[src/rtl/msrh_csu_issue_ctrl_pkg.sv]
// Shared types for the CSU issue controller: the slice of msrh_pkg it depends
// on (issue/wakeup records) plus the controller's own state and queue entry.
package msrh_pkg;

  localparam int CMT_ID_W     = 5;
  localparam int RNID_W       = 6;
  localparam int TGT_BUS_SIZE = 3;

  typedef enum logic [0:0] {
    GPR = 1'b0,
    FPR = 1'b1
  } reg_type_t;

  typedef struct packed {
    logic              valid;
    reg_type_t         typ;
    logic [4:0]        regidx;
    logic [RNID_W-1:0] rnid;
    logic              ready;
  } reg_rd_issue_t;

  typedef struct packed {
    logic              valid;
    reg_type_t         typ;
    logic [4:0]        regidx;
    logic [RNID_W-1:0] rnid;
  } reg_wr_issue_t;

  typedef struct packed {
    logic                valid;
    logic [CMT_ID_W-1:0] cmt_id;
    logic [31:0]         inst;
    reg_wr_issue_t       rd_reg;
    reg_rd_issue_t [1:0] rd_regs;
  } issue_t;

  typedef struct packed {
    logic              valid;
    logic [RNID_W-1:0] rd_rnid;
    reg_type_t         rd_type;
  } early_wr_t;

  typedef enum logic [1:0] {
    CSU_IDLE     = 2'd0,
    CSU_INFLIGHT = 2'd1,
    CSU_DRAIN    = 2'd2
  } csu_ctrl_state_t;

  typedef struct packed {
    issue_t issue;
    logic   rs1_ready;
  } csu_q_entry_t;

endpackage

[src/rtl/msrh_csu_issue_ctrl_if.sv]
// Bus bundle between the dispatch/commit side and the CSU issue controller.
//
// Handshakes:
//   dispatch : a beat transfers on a rising edge where i_disp_valid && o_disp_ready
//              and no flush is present. A full queue additionally takes the beat in
//              the cycle its head issues, so a dispatch racing a pop is not lost.
//   issue    : o_issue_valid is a one-cycle strobe; the CSU pipe has no back-pressure.
//   done     : i_done_valid is a one-cycle strobe naming the in-flight slot one-hot.
//   flush    : i_flush_valid is a one-cycle strobe; it overrides dispatch and issue.
interface msrh_csu_issue_ctrl_if
  import msrh_pkg::*;
#(
  parameter int ENTRY_SIZE = 4,
  parameter int WAKE_SIZE  = TGT_BUS_SIZE,
  parameter int CMT_ID_W   = msrh_pkg::CMT_ID_W
);

  logic                          i_disp_valid;
  issue_t                        i_disp;
  logic                          o_disp_ready;
  early_wr_t [WAKE_SIZE-1:0]     i_wake;
  logic [CMT_ID_W-1:0]           i_oldest_cmt_id;
  logic                          o_issue_valid;
  issue_t                        o_issue;
  logic [ENTRY_SIZE-1:0]         o_issue_index;
  logic                          i_done_valid;
  logic [ENTRY_SIZE-1:0]         i_done_index_oh;
  logic                          i_flush_valid;
  logic                          o_busy;
  csu_ctrl_state_t               o_dbg_state;
  logic [$clog2(ENTRY_SIZE):0]   o_dbg_count;

  modport master (
    output i_disp_valid, i_disp, i_wake, i_oldest_cmt_id,
           i_done_valid, i_done_index_oh, i_flush_valid,
    input  o_disp_ready, o_issue_valid, o_issue, o_issue_index,
           o_busy, o_dbg_state, o_dbg_count
  );

  modport slave (
    input  i_disp_valid, i_disp, i_wake, i_oldest_cmt_id,
           i_done_valid, i_done_index_oh, i_flush_valid,
    output o_disp_ready, o_issue_valid, o_issue, o_issue_index,
           o_busy, o_dbg_state, o_dbg_count
  );

endinterface

[src/rtl/msrh_csu_issue_ctrl_wake_match.sv]
// Wakeup comparator: flags when any snooped write-back bus produces the given
// physical register. Physical register 0 never matches.
module msrh_csu_wake_match
  import msrh_pkg::*;
#(
  parameter int WAKE_SIZE = TGT_BUS_SIZE
) (
  input  logic [RNID_W-1:0]       rnid,
  input  reg_type_t               rd_type,
  input  early_wr_t [WAKE_SIZE-1:0] wake,
  output logic                    hit
);

  // OR-reduce the per-bus matches
  always_comb begin
    hit = 1'b0;
    for (int w = 0; w < WAKE_SIZE; w++) begin
      if (wake[w].valid && (wake[w].rd_type == rd_type) &&
          (wake[w].rd_rnid == rnid) && (rnid != '0)) begin
        hit = 1'b1;
      end
    end
  end

endmodule

[src/rtl/msrh_csu_issue_ctrl.sv]
// In-order issue controller for the CSU pipe. Holds dispatched CSR/system ops
// in a circular queue, tracks rs1 readiness from wakeups, and issues the head
// only when it is the oldest uncommitted op and nothing else is in flight.
module msrh_csu_issue_ctrl
  import msrh_pkg::*;
#(
  parameter int ENTRY_SIZE = 4,
  parameter int WAKE_SIZE  = TGT_BUS_SIZE,
  parameter int CMT_ID_W   = msrh_pkg::CMT_ID_W
) (
  input logic                  i_clk,
  input logic                  i_reset_n,
  msrh_csu_issue_ctrl_if.slave bus
);

  localparam int IDX_W = $clog2(ENTRY_SIZE);
  localparam int CNT_W = IDX_W + 1;

  csu_q_entry_t          r_q [ENTRY_SIZE];
  logic [IDX_W-1:0]      r_head;
  logic [IDX_W-1:0]      r_tail;
  logic [CNT_W-1:0]      r_count;
  csu_ctrl_state_t       r_state;
  csu_ctrl_state_t       w_state_next;
  logic [ENTRY_SIZE-1:0] r_inflight_idx;

  csu_q_entry_t          w_head;
  logic [CMT_ID_W-1:0]   w_head_cmt_id;
  logic                  w_full;
  logic                  w_empty;
  logic                  w_issue_fire;
  logic                  w_disp_fire;
  logic                  w_disp_hit;
  logic                  w_disp_rs1_ready;
  logic                  w_done_match;
  logic [ENTRY_SIZE-1:0] w_issue_index;
  logic [ENTRY_SIZE-1:0] w_entry_hit;

  assign w_head        = r_q[r_head];
  assign w_head_cmt_id = CMT_ID_W'(w_head.issue.cmt_id);
  assign w_full        = (r_count == CNT_W'(ENTRY_SIZE));
  assign w_empty       = (r_count == '0);

  // Head issues only from IDLE, with rs1 available, at the commit point, and never under flush.
  assign w_issue_fire = (r_state == CSU_IDLE) && !w_empty && w_head.rs1_ready &&
                        (w_head_cmt_id == bus.i_oldest_cmt_id) && !bus.i_flush_valid;

  // Flush wins over dispatch; a full queue still takes a dispatch while its head pops.
  assign w_disp_fire = bus.i_disp_valid && !bus.i_flush_valid && (!w_full || w_issue_fire);

  assign w_issue_index = w_issue_fire ? ({{(ENTRY_SIZE-1){1'b0}}, 1'b1} << r_head) : '0;

  assign w_done_match = bus.i_done_valid && (bus.i_done_index_oh == r_inflight_idx);

  // rs1 readiness for the incoming op, including a wakeup landing in the same cycle
  msrh_csu_wake_match #(.WAKE_SIZE(WAKE_SIZE)) u_disp_wake (
    .rnid    (bus.i_disp.rd_regs[0].rnid),
    .rd_type (bus.i_disp.rd_regs[0].typ),
    .wake    (bus.i_wake),
    .hit     (w_disp_hit)
  );

  assign w_disp_rs1_ready = !bus.i_disp.rd_regs[0].valid || bus.i_disp.rd_regs[0].ready ||
                            w_disp_hit;

  for (genvar g = 0; g < ENTRY_SIZE; g++) begin : g_entry_wake
    msrh_csu_wake_match #(.WAKE_SIZE(WAKE_SIZE)) u_entry_wake (
      .rnid    (r_q[g].issue.rd_regs[0].rnid),
      .rd_type (r_q[g].issue.rd_regs[0].typ),
      .wake    (bus.i_wake),
      .hit     (w_entry_hit[g])
    );
  end

  // Queue storage: write at tail on dispatch, otherwise pick up wakeups
  always_ff @(posedge i_clk or negedge i_reset_n) begin
    if (!i_reset_n) begin
      for (int i = 0; i < ENTRY_SIZE; i++) begin
        r_q[i] <= '0;
      end
    end else begin
      for (int i = 0; i < ENTRY_SIZE; i++) begin
        if (w_disp_fire && (r_tail == IDX_W'(i))) begin
          r_q[i].issue     <= bus.i_disp;
          r_q[i].rs1_ready <= w_disp_rs1_ready;
        end else if (w_entry_hit[i]) begin
          r_q[i].rs1_ready <= 1'b1;
        end
      end
    end
  end

  // Queue pointers and occupancy; flush empties the queue and rewinds both pointers
  always_ff @(posedge i_clk or negedge i_reset_n) begin
    if (!i_reset_n) begin
      r_head  <= '0;
      r_tail  <= '0;
      r_count <= '0;
    end else if (bus.i_flush_valid) begin
      r_head  <= '0;
      r_tail  <= '0;
      r_count <= '0;
    end else begin
      if (w_disp_fire) begin
        r_tail <= r_tail + IDX_W'(1);
      end
      if (w_issue_fire) begin
        r_head <= r_head + IDX_W'(1);
      end
      case ({w_disp_fire, w_issue_fire})
        2'b10:   r_count <= r_count + CNT_W'(1);
        2'b01:   r_count <= r_count - CNT_W'(1);
        default: r_count <= r_count;
      endcase
    end
  end

  // Remember which slot is in the pipe so its done can be recognised
  always_ff @(posedge i_clk or negedge i_reset_n) begin
    if (!i_reset_n) begin
      r_inflight_idx <= '0;
    end else if (w_issue_fire) begin
      r_inflight_idx <= w_issue_index;
    end
  end

  // State register
  always_ff @(posedge i_clk or negedge i_reset_n) begin
    if (!i_reset_n) begin
      r_state <= CSU_IDLE;
    end else begin
      r_state <= w_state_next;
    end
  end

  // Next state: a matching done always returns to IDLE, even alongside a flush
  always_comb begin
    w_state_next = r_state;
    case (r_state)
      CSU_IDLE: begin
        if (w_issue_fire) begin
          w_state_next = CSU_INFLIGHT;
        end
      end
      CSU_INFLIGHT: begin
        if (w_done_match) begin
          w_state_next = CSU_IDLE;
        end else if (bus.i_flush_valid) begin
          w_state_next = CSU_DRAIN;
        end
      end
      CSU_DRAIN: begin
        if (w_done_match) begin
          w_state_next = CSU_IDLE;
        end
      end
      default: w_state_next = CSU_IDLE;
    endcase
  end

  // Outputs: issue strobe and payload, back-pressure, busy and debug view
  always_comb begin
    bus.o_issue_valid = w_issue_fire;
    bus.o_issue       = w_head.issue;
    bus.o_issue.valid = w_issue_fire;
    bus.o_issue_index = w_issue_index;
    bus.o_disp_ready  = !w_full;
    bus.o_busy        = (r_state != CSU_IDLE) || !w_empty;
    bus.o_dbg_state   = r_state;
    bus.o_dbg_count   = r_count;
  end

  // A dispatch into a full queue with no pop would be lost
  a_disp_overflow : assert property (@(posedge i_clk) disable iff (!i_reset_n)
    (bus.i_disp_valid && !bus.i_flush_valid && w_full) |-> w_issue_fire);

  // Every done must name the op currently in the pipe
  a_done_stray : assert property (@(posedge i_clk) disable iff (!i_reset_n)
    bus.i_done_valid |-> ((r_state != CSU_IDLE) && w_done_match));

endmodule

[src/flat_wrapper.sv]
// flat-port wrapper written by rule: the top's interface ports become plain ports
module msrh_csu_issue_ctrl_flat import msrh_pkg::*;
#(
  parameter int ENTRY_SIZE = 4,
  parameter int WAKE_SIZE  = TGT_BUS_SIZE,
  parameter int CMT_ID_W   = msrh_pkg::CMT_ID_W
)
  (i_clk, i_reset_n, bus_i_disp_valid, bus_i_disp, bus_i_wake, bus_i_oldest_cmt_id, bus_i_done_valid, bus_i_done_index_oh, bus_i_flush_valid, bus_o_disp_ready, bus_o_issue_valid, bus_o_issue, bus_o_issue_index, bus_o_busy, bus_o_dbg_state, bus_o_dbg_count);
  msrh_csu_issue_ctrl_if #(.ENTRY_SIZE(ENTRY_SIZE), .WAKE_SIZE(WAKE_SIZE), .CMT_ID_W(CMT_ID_W)) bus_i ();
  input logic i_clk;
  input logic i_reset_n;
  input wire logic [$bits(bus_i.i_disp_valid)-1:0] bus_i_disp_valid;
  input wire logic [$bits(bus_i.i_disp)-1:0] bus_i_disp;
  input wire logic [$bits(bus_i.i_wake)-1:0] bus_i_wake;
  input wire logic [$bits(bus_i.i_oldest_cmt_id)-1:0] bus_i_oldest_cmt_id;
  input wire logic [$bits(bus_i.i_done_valid)-1:0] bus_i_done_valid;
  input wire logic [$bits(bus_i.i_done_index_oh)-1:0] bus_i_done_index_oh;
  input wire logic [$bits(bus_i.i_flush_valid)-1:0] bus_i_flush_valid;
  output wire logic [$bits(bus_i.o_disp_ready)-1:0] bus_o_disp_ready;
  output wire logic [$bits(bus_i.o_issue_valid)-1:0] bus_o_issue_valid;
  output wire logic [$bits(bus_i.o_issue)-1:0] bus_o_issue;
  output wire logic [$bits(bus_i.o_issue_index)-1:0] bus_o_issue_index;
  output wire logic [$bits(bus_i.o_busy)-1:0] bus_o_busy;
  output wire logic [$bits(bus_i.o_dbg_state)-1:0] bus_o_dbg_state;
  output wire logic [$bits(bus_i.o_dbg_count)-1:0] bus_o_dbg_count;
  assign bus_i.i_disp_valid = bus_i_disp_valid;
  assign bus_i.i_disp = bus_i_disp;
  assign bus_i.i_wake = bus_i_wake;
  assign bus_i.i_oldest_cmt_id = bus_i_oldest_cmt_id;
  assign bus_i.i_done_valid = bus_i_done_valid;
  assign bus_i.i_done_index_oh = bus_i_done_index_oh;
  assign bus_i.i_flush_valid = bus_i_flush_valid;
  assign bus_o_disp_ready = bus_i.o_disp_ready;
  assign bus_o_issue_valid = bus_i.o_issue_valid;
  assign bus_o_issue = bus_i.o_issue;
  assign bus_o_issue_index = bus_i.o_issue_index;
  assign bus_o_busy = bus_i.o_busy;
  assign bus_o_dbg_state = bus_i.o_dbg_state;
  assign bus_o_dbg_count = bus_i.o_dbg_count;
  msrh_csu_issue_ctrl #(.ENTRY_SIZE(ENTRY_SIZE), .WAKE_SIZE(WAKE_SIZE), .CMT_ID_W(CMT_ID_W)) u_core (.i_clk(i_clk), .i_reset_n(i_reset_n), .bus(bus_i));
endmodule
[config.mk]
export PLATFORM = sky130hd
export DESIGN_NAME = msrh_csu_issue_ctrl_flat
export DESIGN_NICKNAME = d
export VERILOG_FILES = /design/src/rtl/msrh_csu_issue_ctrl_pkg.sv /design/src/rtl/msrh_csu_issue_ctrl_if.sv /design/src/rtl/msrh_csu_issue_ctrl_wake_match.sv /design/src/rtl/msrh_csu_issue_ctrl.sv /design/src/flat_wrapper.sv
export SDC_FILE = /design/constraint.sdc
export NUM_CORES = 1
export LEC_CHECK = 0
export BUFFER_PORTS_ARGS = -buffer_cell sky130_fd_sc_hd__buf_2
export CELL_PAD_IN_SITES_DETAIL_PLACEMENT = 1
export CELL_PAD_IN_SITES_GLOBAL_PLACEMENT = 1
export CORE_MARGIN = 2
export CORE_UTILIZATION = 50
export DETAILED_ROUTE_END_ITERATION = 6
export PLACE_DENSITY_LB_ADDON = 0.1
export SLEW_MARGIN = 10
export SYNTH_ARGS = -nofsm -noshare
export SYNTH_HDL_FRONTEND = slang
export SYNTH_SLANG_ARGS = --single-unit
export TNS_END_PERCENT = 100
[constraint.sdc]
create_clock -name i_clk -period 8.2 [get_ports i_clk]
set_input_delay 0.41 -clock i_clk [delete_from_list [all_inputs] [get_ports i_clk]]
set_output_delay 0.41 -clock i_clk [all_outputs]
set_load 0.01 [all_outputs]
==> qor.yml <==
clock_network:
  numCtsBuffers: 38
  cts_tree: "done"
  clock_sinks: 329
  clk_pin_slew_ns: 0.06
  root_buffer: "clkbuf_16"
  clk_latency_ns: 0.54
  htreeDepth: 2
  clock_path_buffers: 3
placed_design:
  port_buffers: 206
  dp_hpwl_um: 24140
  gp_congestion: 0.8920
setup_path:
  cpMostUsedCell: "buf_4"
  critical_path_cell_count: 8
  cp_data_arrival_time_ns: 5.01
  cp_max_fo: 52
  crit_family: "buffers and inverters"
  cp-start-kind: "flop"
  required_ns: 8.62
  r2r-start: "u_core.r_head[1]$_DFFE_PN0P_"
  cp_cell_sequence: "buf_4 > mux4_2 > xnor2_1 > nand4_1 > o21bai_4 > nand3_4 > buf_4 > mux2_4"
  crit_slowest_cell: "dfrtp_4"
  critPathKind: "flop to flop"
  max_stage_delay_ns: 0.98
  worst-r2r-cell-count: 8
  crit_start: "u_core.r_head[1]$_DFFE_PN0P_"
  worst-path-buf-inv: 2
  critPathCaptureType: "flop"
logic_synthesis:
  ys_seq_area_frac: 0.5134
  ys_ff_latch: 329
  netlist_instances: 1090
  synth_edf_count: 0
  dominantRegCellSynth: "dfrtp_1"
  avgSynthCellArea_um2: 14.71
  netlist_area_um2: 16040
  syn_nets: 1216
  yosysWarnings: 0
  async_reset_ff_frac: 1.000
  yosysUniqueCellTypes: 41
die:
  coreArea_um2: 31560
  die_h_um: 183.1
  start_util: 0.5082
  core.rowCount: 65
  ios: 208
  die-area_um2: 33520
  die-width_um: 183.1
drt:
  routed_wl_um: 38570
  wire_per_inst_um: 23.07
  vias: 9545
  drc: 0
  drt_iter0_drc: 344
  via_per_inst: 5.709
  antenna_left: 0
  firstDrtPassIters: 4
grt:
  antenna_found_initial: 7
  grt_start_max_net_pins: 164
  track_usage: 0.2386
  grt_util_met3: 0.05222
  met2_usage: 0.4161
  grt_pass1_wl_um: 61490
  grt_overflow: 0
  gr-max-usage-layer: "met2"
  grt_use_met1: 0.3049
  grt_pass1_vias: 10750
timing:
  max_freq_ghz: 0.2182
  fin_skew_ns: 0.01949
  worst_slew_pin_slew_ns: 1.045
  finalHoldViolations: 0
  period_share: 0.5589
  timing.setup.tns_ns: 0
  slew_viol_final: 0
  min_period_ns: 4.583
  slew_headroom: 0.3033
  whs_ns: 0.1451
  grt_setup_unrepaired: "false"
  finalSetupViolations: 0
finish:
  drive_gt1_frac: 0.5355
  nFillCells: 3012
  area.growth.synth_to_final_pct: 16.05
  multi_input_area_um2: 7368
  seq_area_um2: 8240
  fin_util: 0.5898
  finalNetCount: 1365
pwr:
  power_mw: 5.300
  ir_drop_mv: 0.2438
  p_per_area_nw_per_um2: 284.8
  leakage_nw: 8.497
run_status:
  status: "finished clean"
worst_hold_path:
  hold_path_depth: 2
  min_path_type: "primary input to flop"
  holdCritStartpoint: "bus_i_disp[56]"
flow_run:
  cap_viol_max_count: 0
[report_power, final]
part / switching (mW) / internal, mW
sequential: 0.315 / 2.07
combinational: 0.445 / 0.683
clock: 0.685 / 1.10
[synthesized netlist by cell type (2+ instances only)]
| cell type | number | area share |
|---|---|---|
| nand3_2 | 4 | 0.0025 |
| xor2_1 | 81 | 0.044 |
| nand2b_1 | 4 | 0.0016 |
| mux2i_1 | 5 | 0.0031 |
| nand2_1 | 12 | 0.0028 |
| nor2_1 | 24 | 0.0056 |
| and2_1 | 4 | 0.0016 |
| ha_1 | 8 | 0.0062 |
| xnor2_1 | 34 | 0.019 |
| clkbuf_1 | 78 | 0.018 |
| buf_4 | 2 | 0.00094 |
| mux4_2 | 79 | 0.11 |
| buf_2 | 9 | 0.0028 |
| dfrtp_1 | 329 | 0.51 |
| nand4_1 | 19 | 0.0074 |
| a21o_1 | 4 | 0.0019 |
| buf_6 | 4 | 0.0028 |
| nor3_1 | 2 | 0.00062 |
| inv_1 | 4 | 0.00094 |
| mux2_1 | 9 | 0.0063 |
| a21oi_1 | 9 | 0.0028 |
| o211ai_1 | 2 | 0.00094 |
| nor4_1 | 18 | 0.0070 |
| mux2_4 | 27 | 0.025 |
| buf_1 | 14 | 0.0033 |
| nand3_1 | 7 | 0.0022 |
| nor2b_1 | 3 | 0.0012 |
| mux2_2 | 281 | 0.20 |
| or2_2 | 2 | 0.00078 |
[per-stage QoR]
stage	std cells	worst slack, ns	instance area, um^2
detailed placement	1600	3.489	17250
CTS	1670	3.520	18610
floorplan	1090	5.046	16040
global placement	1600	3.512	17250
finish	1672	3.617	18610
global route	1670	3.307	18610
[final timing paths]
kind | slack, ns | to
worst max register to register | 3.62 | u_core.r_q[209]$_DFFE_PN0P_
worst min-delay path | 0.15 | u_core.r_q[217]$_DFFE_PN0P_
max in group asynchronous | 6.25 | u_core.r_head[1]$_DFFE_PN0P_
min in group asynchronous | 0.51 | u_core.r_q[245]$_DFFE_PN0P_
worst max-delay path | 3.62 | u_core.r_q[209]$_DFFE_PN0P_
worst min register to register | 0.49 | u_core.r_q[22]$_DFFE_PN0P_
[cells by family after synthesis]
| family | share of synthesized area |
|---|---|
| AO/OA/AOI/OAI | 0.008426 |
| flip-flops | 0.5134 |
| buffers and inverters | 0.02902 |
| adder cells (fa/ha/maj) | 0.007490 |
| XOR/XNOR | 0.06281 |
| multiplexers | 0.3430 |
| AND/OR/NAND/NOR | 0.03589 |
[registers in the layout, indices dropped and copies added, names as in the netlist]
name,flops
u_core.r_inflight_idx,4
u_core.r_tail,2
u_core.r_q,316
u_core.bus.o_dbg_count,3
u_core.bus.o_dbg_state,2
u_core.r_head,2
[area by class of cell]
class / instances / share of cell area
Tap cell: 402 / 0.02703
Antenna cell: 2 / 0.0002689
Sequential cell: 329 / 0.4428
Timing Repair Buffer: 216 / 0.06078
Clock inverter: 17 / 0.01143
Multi-Input combinational cell: 650 / 0.3959
Clock buffer: 52 / 0.06098
Inverter: 4 / 0.0008068
[timing repair]
action                                 4_1_cts  5_1_grt
hold buffers                                 1        0
endpoints found under the hold margin       98        0
resized for setup                            0        0
buffers inserted                             0        0
setup endpoints to repair                    0        0
[routing by layer]
metal	wire length, um	vias up	share of wire
met1	16540	5049	0.43
li1	-	4239	-
met3	1789	61	0.046
met5	59	-	0.0015
met4	685	10	0.018
met2	19490	186	0.51
[cells in the final DEF (no fill, tap or decap), types with 5 or more instances in the layout]
master / instances
a21oi_1: 9
buf_2: 205
buf_4: 8
clkbuf_16: 39
clkbuf_8: 11
clkinv_2: 8
dfrtp_1: 327
ha_1: 8
mux2_1: 9
mux2_2: 281
mux2_4: 27
mux2i_1: 5
mux4_2: 79
nand2_1: 12
nand3_1: 7
nand4_1: 19
nor2_1: 24
nor4_1: 18
xnor2_1: 34
xor2_1: 81
(Power assumes the default switching activity.)
